### src/rtl/dmem_arb_pkg.sv
// Shared types and helpers for the data-memory arbiter.
// Winner selection helper used by the round-robin picker build.
package dmem_arb_pkg;

    localparam int NREQ  = 2;
    localparam int CNT_W = 4;

    typedef enum logic [1:0] {
        IDLE  = 2'd0,
        ISSUE = 2'd1,
        WAIT  = 2'd2,
        RESP  = 2'd3
    } arb_state_t;

    // With both requesters valid, the one not served last time wins.
    function automatic logic rr_pick(input logic [NREQ-1:0] valid, input logic last_grant);
        logic w;
        if (valid == 2'b11) begin
            w = ~last_grant;
        end else begin
            w = valid[1];
        end
        return w;
    endfunction

endpackage

### src/rtl/dmem_arb_picker.sv
// Combinational winner select for the data-memory arbiter.
// DMEM_ARB_PRIO_EN selects fixed priority (port 0 first) instead of round-robin.
module dmem_arb_picker
    import dmem_arb_pkg::*;
(
    input  logic [NREQ-1:0] i_valid,
    input  logic            i_last_grant,
    output logic            o_winner,
    output logic            o_any
);

    assign o_any = |i_valid;

`ifdef DMEM_ARB_PRIO_EN
    logic w_unused_last_grant;
    assign w_unused_last_grant = i_last_grant;
    assign o_winner            = ~i_valid[0];
`else
    assign o_winner = rr_pick(i_valid, i_last_grant);
`endif

endmodule

### src/rtl/dmem_arbiter.sv
// Two-port arbiter in front of the single-port data memory: one access in flight,
// fixed MEM_LAT read latency. Build option DMEM_ARB_PRIO_EN lives in dmem_arb_picker.
module dmem_arbiter
    import dmem_arb_pkg::*;
#(
    parameter int AW      = 32,
    parameter int DW      = 32,
    parameter int MEM_LAT = 1
) (
    input  logic                     clk,
    input  logic                     reset,
    input  logic [NREQ-1:0]          req_valid,
    output logic [NREQ-1:0]          req_ready,
    input  logic [NREQ-1:0]          req_we,
    input  logic [NREQ-1:0][AW-1:0]  req_addr,
    input  logic [NREQ-1:0][DW-1:0]  req_wdata,
    output logic [NREQ-1:0]          rsp_valid,
    output logic [DW-1:0]            rsp_rdata,
    output logic                     mem_en,
    output logic                     mem_we,
    output logic [AW-1:0]            mem_addr,
    output logic [DW-1:0]            mem_wdata,
    input  logic [DW-1:0]            mem_rdata
);

    if (MEM_LAT < 1 || MEM_LAT > 15) begin : g_bad_mem_lat
        $error("dmem_arbiter: MEM_LAT must be within 1..15");
    end

    arb_state_t       r_state;
    arb_state_t       w_next_state;
    logic             r_last_grant;
    logic             r_grant;
    logic             r_we;
    logic [AW-1:0]    r_addr;
    logic [DW-1:0]    r_wdata;
    logic [CNT_W-1:0] r_cnt;
    logic [DW-1:0]    r_rsp_rdata;
    logic             w_winner;
    logic             w_any;
    logic             w_accept;
    logic             w_unused_addr_lsb;

    // Byte offset is dropped on purpose; the memory is word addressed.
    assign w_unused_addr_lsb = ^{req_addr[0][1:0], req_addr[1][1:0]};

    dmem_arb_picker u_picker (
        .i_valid      (req_valid),
        .i_last_grant (r_last_grant),
        .o_winner     (w_winner),
        .o_any        (w_any)
    );

    assign w_accept = (r_state == IDLE) && w_any;

    always_ff @(posedge clk or negedge reset) begin
        if (!reset) begin
            r_state <= IDLE;
        end else begin
            r_state <= w_next_state;
        end
    end

    always_comb begin
        w_next_state = r_state;
        case (r_state)
            IDLE:    if (w_accept) w_next_state = ISSUE;
            ISSUE:   w_next_state = WAIT;
            WAIT:    if (r_cnt == '0) w_next_state = RESP;
            RESP:    w_next_state = IDLE;
            default: w_next_state = IDLE;
        endcase
    end

    // Ready is also held low while reset is asserted.
    always_comb begin
        req_ready = '0;
        rsp_valid = '0;
        mem_en    = 1'b0;
        case (r_state)
            IDLE:    if (w_any && reset) req_ready[w_winner] = 1'b1;
            ISSUE:   mem_en = 1'b1;
            RESP:    rsp_valid[r_grant] = 1'b1;
            default: ;
        endcase
    end

    always_ff @(posedge clk or negedge reset) begin
        if (!reset) begin
            r_last_grant <= 1'b1;
            r_grant      <= 1'b0;
            r_we         <= 1'b0;
            r_addr       <= '0;
            r_wdata      <= '0;
            r_cnt        <= '0;
            r_rsp_rdata  <= '0;
        end else begin
            if (w_accept) begin
                r_grant      <= w_winner;
                r_last_grant <= w_winner;
                r_we         <= req_we[w_winner];
                r_addr       <= {req_addr[w_winner][AW-1:2], 2'b00};
                r_wdata      <= req_wdata[w_winner];
            end
            if (r_state == ISSUE) begin
                r_cnt <= CNT_W'(MEM_LAT - 1);
            end else if (r_state == WAIT && r_cnt != '0) begin
                r_cnt <= r_cnt - 1'b1;
            end
            if (r_state == WAIT && r_cnt == '0) begin
                r_rsp_rdata <= r_we ? '0 : mem_rdata;
            end
        end
    end

    assign mem_we    = r_we;
    assign mem_addr  = r_addr;
    assign mem_wdata = r_wdata;
    assign rsp_rdata = r_rsp_rdata;

endmodule
### config.mk
export PLATFORM = sky130hd
export DESIGN_NAME = dmem_arbiter
export DESIGN_NICKNAME = d
export VERILOG_FILES = /design/src/rtl/dmem_arb_pkg.sv /design/src/rtl/dmem_arb_picker.sv /design/src/rtl/dmem_arbiter.sv
export SDC_FILE = /design/constraint.sdc
export NUM_CORES = 1
export LEC_CHECK = 0
export ABC_AREA = 1
export CORE_UTILIZATION = 37
export CTS_CLUSTER_DIAMETER = 100
export DETAILED_ROUTE_END_ITERATION = 10
export GPL_ROUTABILITY_DRIVEN = 0
export PLACE_DENSITY = 0.77
export SYNTH_ARGS = -nofsm -noshare
export SYNTH_HDL_FRONTEND = slang
export SYNTH_SLANG_ARGS = --single-unit
### constraint.sdc
create_clock -name clk -period 1.6 [get_ports clk]
set_input_delay 0.48 -clock clk [delete_from_list [all_inputs] [get_ports clk]]
set_output_delay 0.48 -clock clk [all_outputs]
set_load 0.02 [all_outputs]
### Word level (Yosys, flattened, before mapping)

Index checks and enable logic that the tools add are counted.

* add/sub/neg operators: 1
* bitwise operators: 1
* $lt $le $gt $ge: 4
* muxes and demuxes: 21
* reductions and logical operators: 12
* equality and inequality tests: 6

Operator list (number)
* 32-bit two-way mux: 5
* 2-bit two-way mux: 5
* 4-bit two-way mux: 2
* 2-bit one-hot mux with 4 select lines: 1
* 2-bit == test, second input constant: 3
* 1-bit logical AND: 6
* 1-bit two-way mux: 6
* 4-bit logical NOT: 1
* 1-bit by 2-bit less-than comparator with 1-bit output, second input constant: 2
* 4-bit nonzero test: 1
* 4-bit by 1-bit subtractor with 4-bit output, second input constant: 1
* 1-bit demux with 1-bit select: 2
* 2-bit by 1-bit == test with 1-bit output, second input constant: 1
* 1-bit >= comparator, second input constant: 2
* 2-bit logical NOT: 1
* 2-bit by 1-bit != test with 1-bit output, second input constant: 1
* 2-bit != test, second input constant: 1
* 2-bit AND reduction: 1
* 2-bit nonzero test: 1
* 2-bit OR reduction: 1
* 1-bit NOT: 1

* input port bits: 166
* output and inout port bits: 102
* register bits: 103

### Logic depth before layout (Yosys ltp)

Gate-level depths: netlist (run 1).

* word-level depth: 8
* mapped depth: 8

### Cells and area by module

Synthesis (run 1) repeated with hierarchy kept, for this count alone.

* cells, all modules: 553
* area total of the unflattened synthesis: 4702.0 sq um

By module, submodules not included
* dmem_arbiter: instances 1, cells an instance 550, area each 4687.0 sq um, sequential area each 2578.7 sq um
* dmem_arb_picker: instances 1, cells an instance 3, area each 15.0 sq um, sequential area each 0.0 sq um

### Worst setup path after synthesis (run 1)

Ideal clock, no wire load.

* path type: flip-flop to output port
* start: register r_state[0]
* end: output port req_ready[0]
* data arrival time: 1.536 ns
* path slack: -0.416 ns
* cell stages (with the launch flop): 8
* cells stage by stage: dfrtp_1 > inv_1 > ha_1 > inv_2 > nor2_8 > buf_6 > inv_2 > nor3_1

* longest elaborated chain between the ends: 2

Ends and longest elaborated chain
* from (decl): RTL line dmem_arbiter.sv:30 `arb_state_t r_state;`
* from (signal assigned): RTL line dmem_arbiter.sv:60 `r_state <= w_next_state;`
* 2-bit logical NOT: RTL line dmem_arbiter.sv:80 `case (r_state)`
* 2-bit two-way mux: RTL line dmem_arbiter.sv:80
* to (decl): RTL line dmem_arbiter.sv:13 `output logic [NREQ-1:0] req_ready,`

No other way between the ends.

### Worst setup path in the final report (run 1)

* start: register r_state[1]
* end: output port req_ready[0]

Same word-level chain as after synthesis.

==> out/metrics.cfg, run 1 <==
[detailed_routing]
drt_pass1_iterations=4
drc=0
initialDrtViolationCount=171
vias=5062
drtAntennaViolNets=0
wl_um=17400
wire_per_inst_um=16.7
vias_per_cell=4.86

[placement]
post-place-ws_ps=-816
dp_hpwl_um=10900
place_inst=991
io_buffers=261
dpl_cell_area_sq_um=8330

[die]
dieArea_sq_um=15300
design.portCount=268
start_util_pct=37.8
die_w_um=124
coreArea_sq_um=14500
die_h_um=124
num_rows=44

[timing]
slew-limit-headroom_pct=60.3
maxSlewViolCount=0
finalSetupViolations=67
hold_viol_final=0
fin_crit_ps=1960
worst_hold_slack_ps=273
period_share_pct=123
rsz0062_at_grt=yes
fmaxAchievable_ghz=0.509
setup_ws_ps=-364
skew_ps=10.3
tightest_slew_ps=596

[critical_path]
reg2reg_slack_ps=-60
critical_path_arrival_ps=1480
required_ps=1120
reg2regPathDepth=10
cp-end-kind=primary output
critPathKind=flip-flop to primary output
start_kind=flip-flop
critical_path.max_fanout=2
reg2reg_from=r_state[1]
r2r-end=mem_wdata[11]

[pwr]
p_leak_nw=4.31
clkPwrFrac_pct=13.3
swShare_pct=42.4
p_switching_mw=7.48
combPwrFrac_pct=60.3
power.internal_mw=10.1
p_seq_share_pct=26.4
p_total_mw=17.6
ir_worst_vdd_v=0.00102
pwr_density_cell_nw_per_um2=1880

[synth]
synth-seq-cells=103
synth_top_area_share_pct=46.6
synthCells=555
synth.most_common_cell=nand2_1
synthArstFlopShare_pct=100
yosysUniqueCellTypes=25
avgSynthCellArea_sq_um=9.87
syn-cell-area_sq_um=5480
synth_area_leader_cell=dfrtp_1
synthTopCellsByCount=127 x nand2_1, 102 x dfrtp_1, 69 x nor2_1
synth_area_leaders=dfrtp_1 47%, a31oi_2 11%, nand2_4 10%
synth_flop_cell=dfrtp_1
yosysSeqAreaShare_pct=47.1
synth_edf_count=0
yosysWarnings=0

[cts]
tritoncts=yes
clockBufferDepth=2
numCtsBuffers=9
clock-sinks=103
path_clk_slew_ps=70
clock_latency_ps=350
htreeDepth=3
cts_root_buffer=clkbuf_16

[global_routing]
grt_pass1_wl_um=24100
grt_pass1_vias=4869
grt_use_total_pct=20.5
grt_max_degree=64
grt_overflow=0
antenna_found_initial=1

[finish]
syn_to_final_growth_pct=71.2
nNetsFinal=1024
drive_gt1_share_pct=27.3
stdcell_count=1042
fillers=1180
postLayoutCellArea_sq_um=9380

[status]
status=finished with violations
violations=negative setup slack

[hold_path]
hp-class=primary input to async pin

[run]
drv_cap=0

cells by family (layout without fill, tap and decap cells):
family,Yosys count,in the layout,share of synthesized area (%)
buffers and inverters,55,355,6.85
AOI/OAI and AO/OA,100,100,16.3
adders and majority gates,6,6,1.37
DFF,103,103,47.1
other,1,3,0.0684
and+or+nand+nor,290,291,28.4
power groups by stage:
stage               Combinational (mW)  Sequential, mW  Clock (mW)
finish                            10.6            4.64        2.34
global route                      11.5            4.82        2.51
CTS                               9.02            4.56        2.42
detailed placement                9.36            4.67           0
global placement                  9.28            4.60           0
floorplan                         3.87            6.10           0
cell type report:
type	instances	area [sq um]	share of cell area, %
multi-input cells	399	2750	29.3
clock inverters	4	51.3	0.547
diodes	1	2.50	0.0267
inverters	15	68.8	0.734
clock buffers	12	267	2.84
flip-flops and latches	103	2580	27.5
repair buffers	324	3440	36.6
well taps	184	230	2.45
layer usage:
| layer | vias to the layer above | wire (um) | global-route usage, % |
|---|---|---|---|
| met1 | 2411 | 7060 | 24.3 |
| li1 | 2434 | - | - |
| met2 | 192 | 8470 | 33.9 |
| met4 | 0 | 395 | 8.36 |
| met5 | - | 0 | 0 |
| met3 | 25 | 1460 | 7.05 |
per-stage QoR:
step                      utilization [%]  setup TNS, ps
after CTS                            60.2          -3580
after global routing                 64.8          -7770
final                                64.8          -2960
after global placement               57.5         -42780
after detailed placement             57.5         -44070
after floorplan                         -           -132
worst max-delay path by stage:
stage	from	end	slack, ps	cells after the start
floorplan	r_state[1]	req_ready[0]	-130	7
global placement	req_valid[0]	req_ready[1]	-820	7
detailed placement	req_valid[0]	req_ready[1]	-820	7
CTS	r_state[0]	req_ready[0]	-380	8
global route	r_state[1]	req_ready[0]	-450	8
finish	r_state[1]	req_ready[0]	-360	8
state kept, by name (all words and copies together), names as in the netlist:
register      cells
mem_wdata        32
rsp_rdata        32
mem_addr         30
r_cnt             4
r_state           2
mem_we            1
r_grant           1
r_last_grant      1
cell usage in the layout, fill, tap and decap left out, drive strengths merged, types with 2 or more instances in the layout:
cell | synthesis | routed
buf | 31 | 56
a21oi | 3 | 3
dfrtp | 102 | 102
ha | 6 | 6
nand2 | 179 | 179
clkdlybuf4s15 | 0 | 3
inv | 15 | 16
nor2 | 72 | 73
clkbuf | 9 | 29
clkdlybuf4s50 | 0 | 158
nand3 | 37 | 37
conb | 1 | 2
a31oi | 63 | 63
dlygate4sd2 | 0 | 90
o21ai | 34 | 34
critical path: stages, from the launching register on:
cell     delay (ps)
dfrtp_1         390
inv_2            80
ha_4            140
buf_6           110
inv_6            30
nor2_8           90
inv_4            40
nor3_4          110
buf_6           140
repair_timing:
item,4_1_cts,5_1_grt
setup endpoints to repair,198,84
hold buffers,0,0
pin swaps,4,6
setup buffers,9,6
hold endpoints to repair,0,0
gates cloned,2,17
resized for setup,141,77
Power figures use the tool's default switching activity.
==> inputs of run 2 (changes only) <==
--- a/config.mk
+++ b/config.mk
@@ -6,6 +6,7 @@
 export NUM_CORES = 1
 export LEC_CHECK = 0
 export ABC_AREA = 1
+export CORE_ASPECT_RATIO = 2
 export CORE_UTILIZATION = 37
 export CTS_CLUSTER_DIAMETER = 100
 export DETAILED_ROUTE_END_ITERATION = 10
==> run 2 against run 1 <==
Effect of this change:
- the flow still finishes with violations (negative setup slack)
- clock power is 3% higher
- clock skew is 6.9 ps higher
- non-clock buffer count is 27 lower
- sequential share of layout area is 1.7 points higher
- setup slack better by 29 ps
- critical path type unchanged
- largest cell class unchanged
==> out/metrics.cfg, run 2 (synthesis gave the netlist of run 1 again) <==
[status]
status=finished with violations
violations=negative setup slack

[timing]
slew-limit-headroom_pct=48.1
final.setup.tns_ps=-6080
setup_ws_ps=-335
maxSlewViolCount=0
finalSetupViolations=57
skew_ps=17.2
worst_hold_slack_ps=322
hold_viol_final=0
fmaxAchievable_ghz=0.517
fin_crit_ps=1930
period_share_pct=121
tightest_slew_ps=778
rsz0062_at_grt=yes

[finish]
antenna_cells=0
stdcell_count=1022
final_common_cell=clkdlybuf4s50_1
nNetsFinal=997
syn_to_final_growth_pct=61.0
postLayoutCellArea_sq_um=8820
final_cell_mix=158 x clkdlybuf4s50_1, 124 x nand2_1, 102 x dfrtp_1
drive_gt1_share_pct=22.2

[critical_path]
critical_path_arrival_ps=1450
cp_cell_sequence=inv_2 > ha_4 > inv_4 > nor2_8 > inv_4 > nor3_4 > buf_6
critical_path.max_fanout=2
critical_path.max_stage_delay_ps=400
critPathBufInv=4
critPathKind=flip-flop to primary output
start_kind=flip-flop
cp_common_cell=inv_4
crit_family=flip-flops
cp-end-kind=primary output
cpMaxStageDelayCell=dfrtp_1
required_ps=1120

[global_routing]
grt_use_total_pct=24.0
antenna_found_initial=0
grt_overflow=0
grt_pass1_wl_um=27400
grt_pass1_vias=5087
grt_max_degree=64

[cts]
numCtsBuffers=9
clock-sinks=103
holdBufCountCts=0
cts_root_buffer=clkbuf_16
clockBufferDepth=2
clock_latency_ps=350
path_clk_slew_ps=70
htreeDepth=3
tritoncts=yes

[die]
dieArea_sq_um=15300
coreArea_sq_um=14400
die_w_um=88.1
die_h_um=174
num_rows=62
design.portCount=268
start_util_pct=38.0

[detailed_routing]
drtAntennaViolNets=0
wire_per_inst_um=17.5
wl_um=17900
vias=4989
initialDrtViolationCount=122
vias_per_cell=4.88
drt_pass1_iterations=4
drc=0

[pwr]
clkPwrFrac_pct=14.7
p_leak_nw=4.08
combPwrFrac_pct=57.6
p_seq_share_pct=27.7
ir_worst_vdd_v=0.000785
power.internal_mw=9.23
p_switching_mw=7.20
pwr_density_cell_nw_per_um2=1860
swShare_pct=43.8

[placement]
place_inst=994
io_buffers=261
post-place-ws_ps=-926
dp_hpwl_um=11900
dpl_cell_area_sq_um=8270

[hold_path]
hp-class=primary input to async pin

[run]
drv_cap=0

-- run 2: cell count changes in the layout (fill, tap and decap cells not counted), moves of 3 or more --
cell / previous run / this run
clkbuf_8: 4 / 1
nor2_4: 10 / 4
clkdlybuf4s15_1: 3 / 6
clkbuf_2: 4 / 1
nor2_2: 14 / 0
a31oi_2: 46 / 50
buf_12: 11 / 3
nor2_1: 48 / 68
a31oi_4: 5 / 0
clkbuf_16: 21 / 9
buf_6: 11 / 5
-- run 2: layout make-up --
class / instances / area [sq um]
clock buffer: 10 / 229
inverter: 15 / 71.3
clock inverter: 6 / 92.6
multi-input combinational: 399 / 2650
fill: 1258 / 5610
timing repair buffer: 297 / 2970
tap: 192 / 240
sequential: 103 / 2580
-- run 2: tightest hold or removal path, cell delays in order --
cell and delay (ps):
buf_4 80, buf_4 90, buf_4 480
-- run 2: routing by layer --
| metal | vias to the layer above | track usage (%) | share of wire, % |
|---|---|---|---|
| met1 | 2363 | 24.7 | 34 |
| met2 | 199 | 44.4 | 56 |
| li1 | 2380 | - | - |
| met4 | 0 | 11.8 | 4.5 |
| met3 | 47 | 4.94 | 5.9 |
| met5 | - | 0 | 0 |
-- run 2: final timing paths --
check,startpoint,to,slack (ps),cells after the start
setup / recovery,r_state[1],req_ready[0],-330,7
hold / removal,reset,r_grant,320,3
setup reg to reg,r_state[1],mem_wdata[5],-170,8
hold reg to reg,r_last_grant,r_last_grant,470,2
max in group asynchronous,reset,mem_addr[5],680,3
min in group clk,r_last_grant,r_last_grant,470,2
-- run 2: per-stage QoR --
| stage | total power [mW] | util [%] |
|---|---|---|
| final | 16.4 | 61.1 |
| after global routing | 17.5 | 61.1 |
| after CTS | 16.4 | 60.7 |
| after detailed placement | 14.0 | 57.3 |
| after global placement | 13.8 | 57.3 |
| after floorplan | 9.97 | - |
-- run 2: power groups by stage --
stage,logic [mW],clock network [mW],registers [mW]
after floorplan,3.87,0,6.10
after global placement,9.19,0,4.60
after detailed placement,9.33,0,4.66
after CTS,9.37,2.47,4.56
after global routing,10.2,2.58,4.71
final,9.46,2.42,4.55
-- run 2: repair_timing --
action,CTS,global route
pin swaps,5,4
cloned,6,0
resized for setup,145,25
setup endpoints to repair,196,102
buffers inserted,5,1
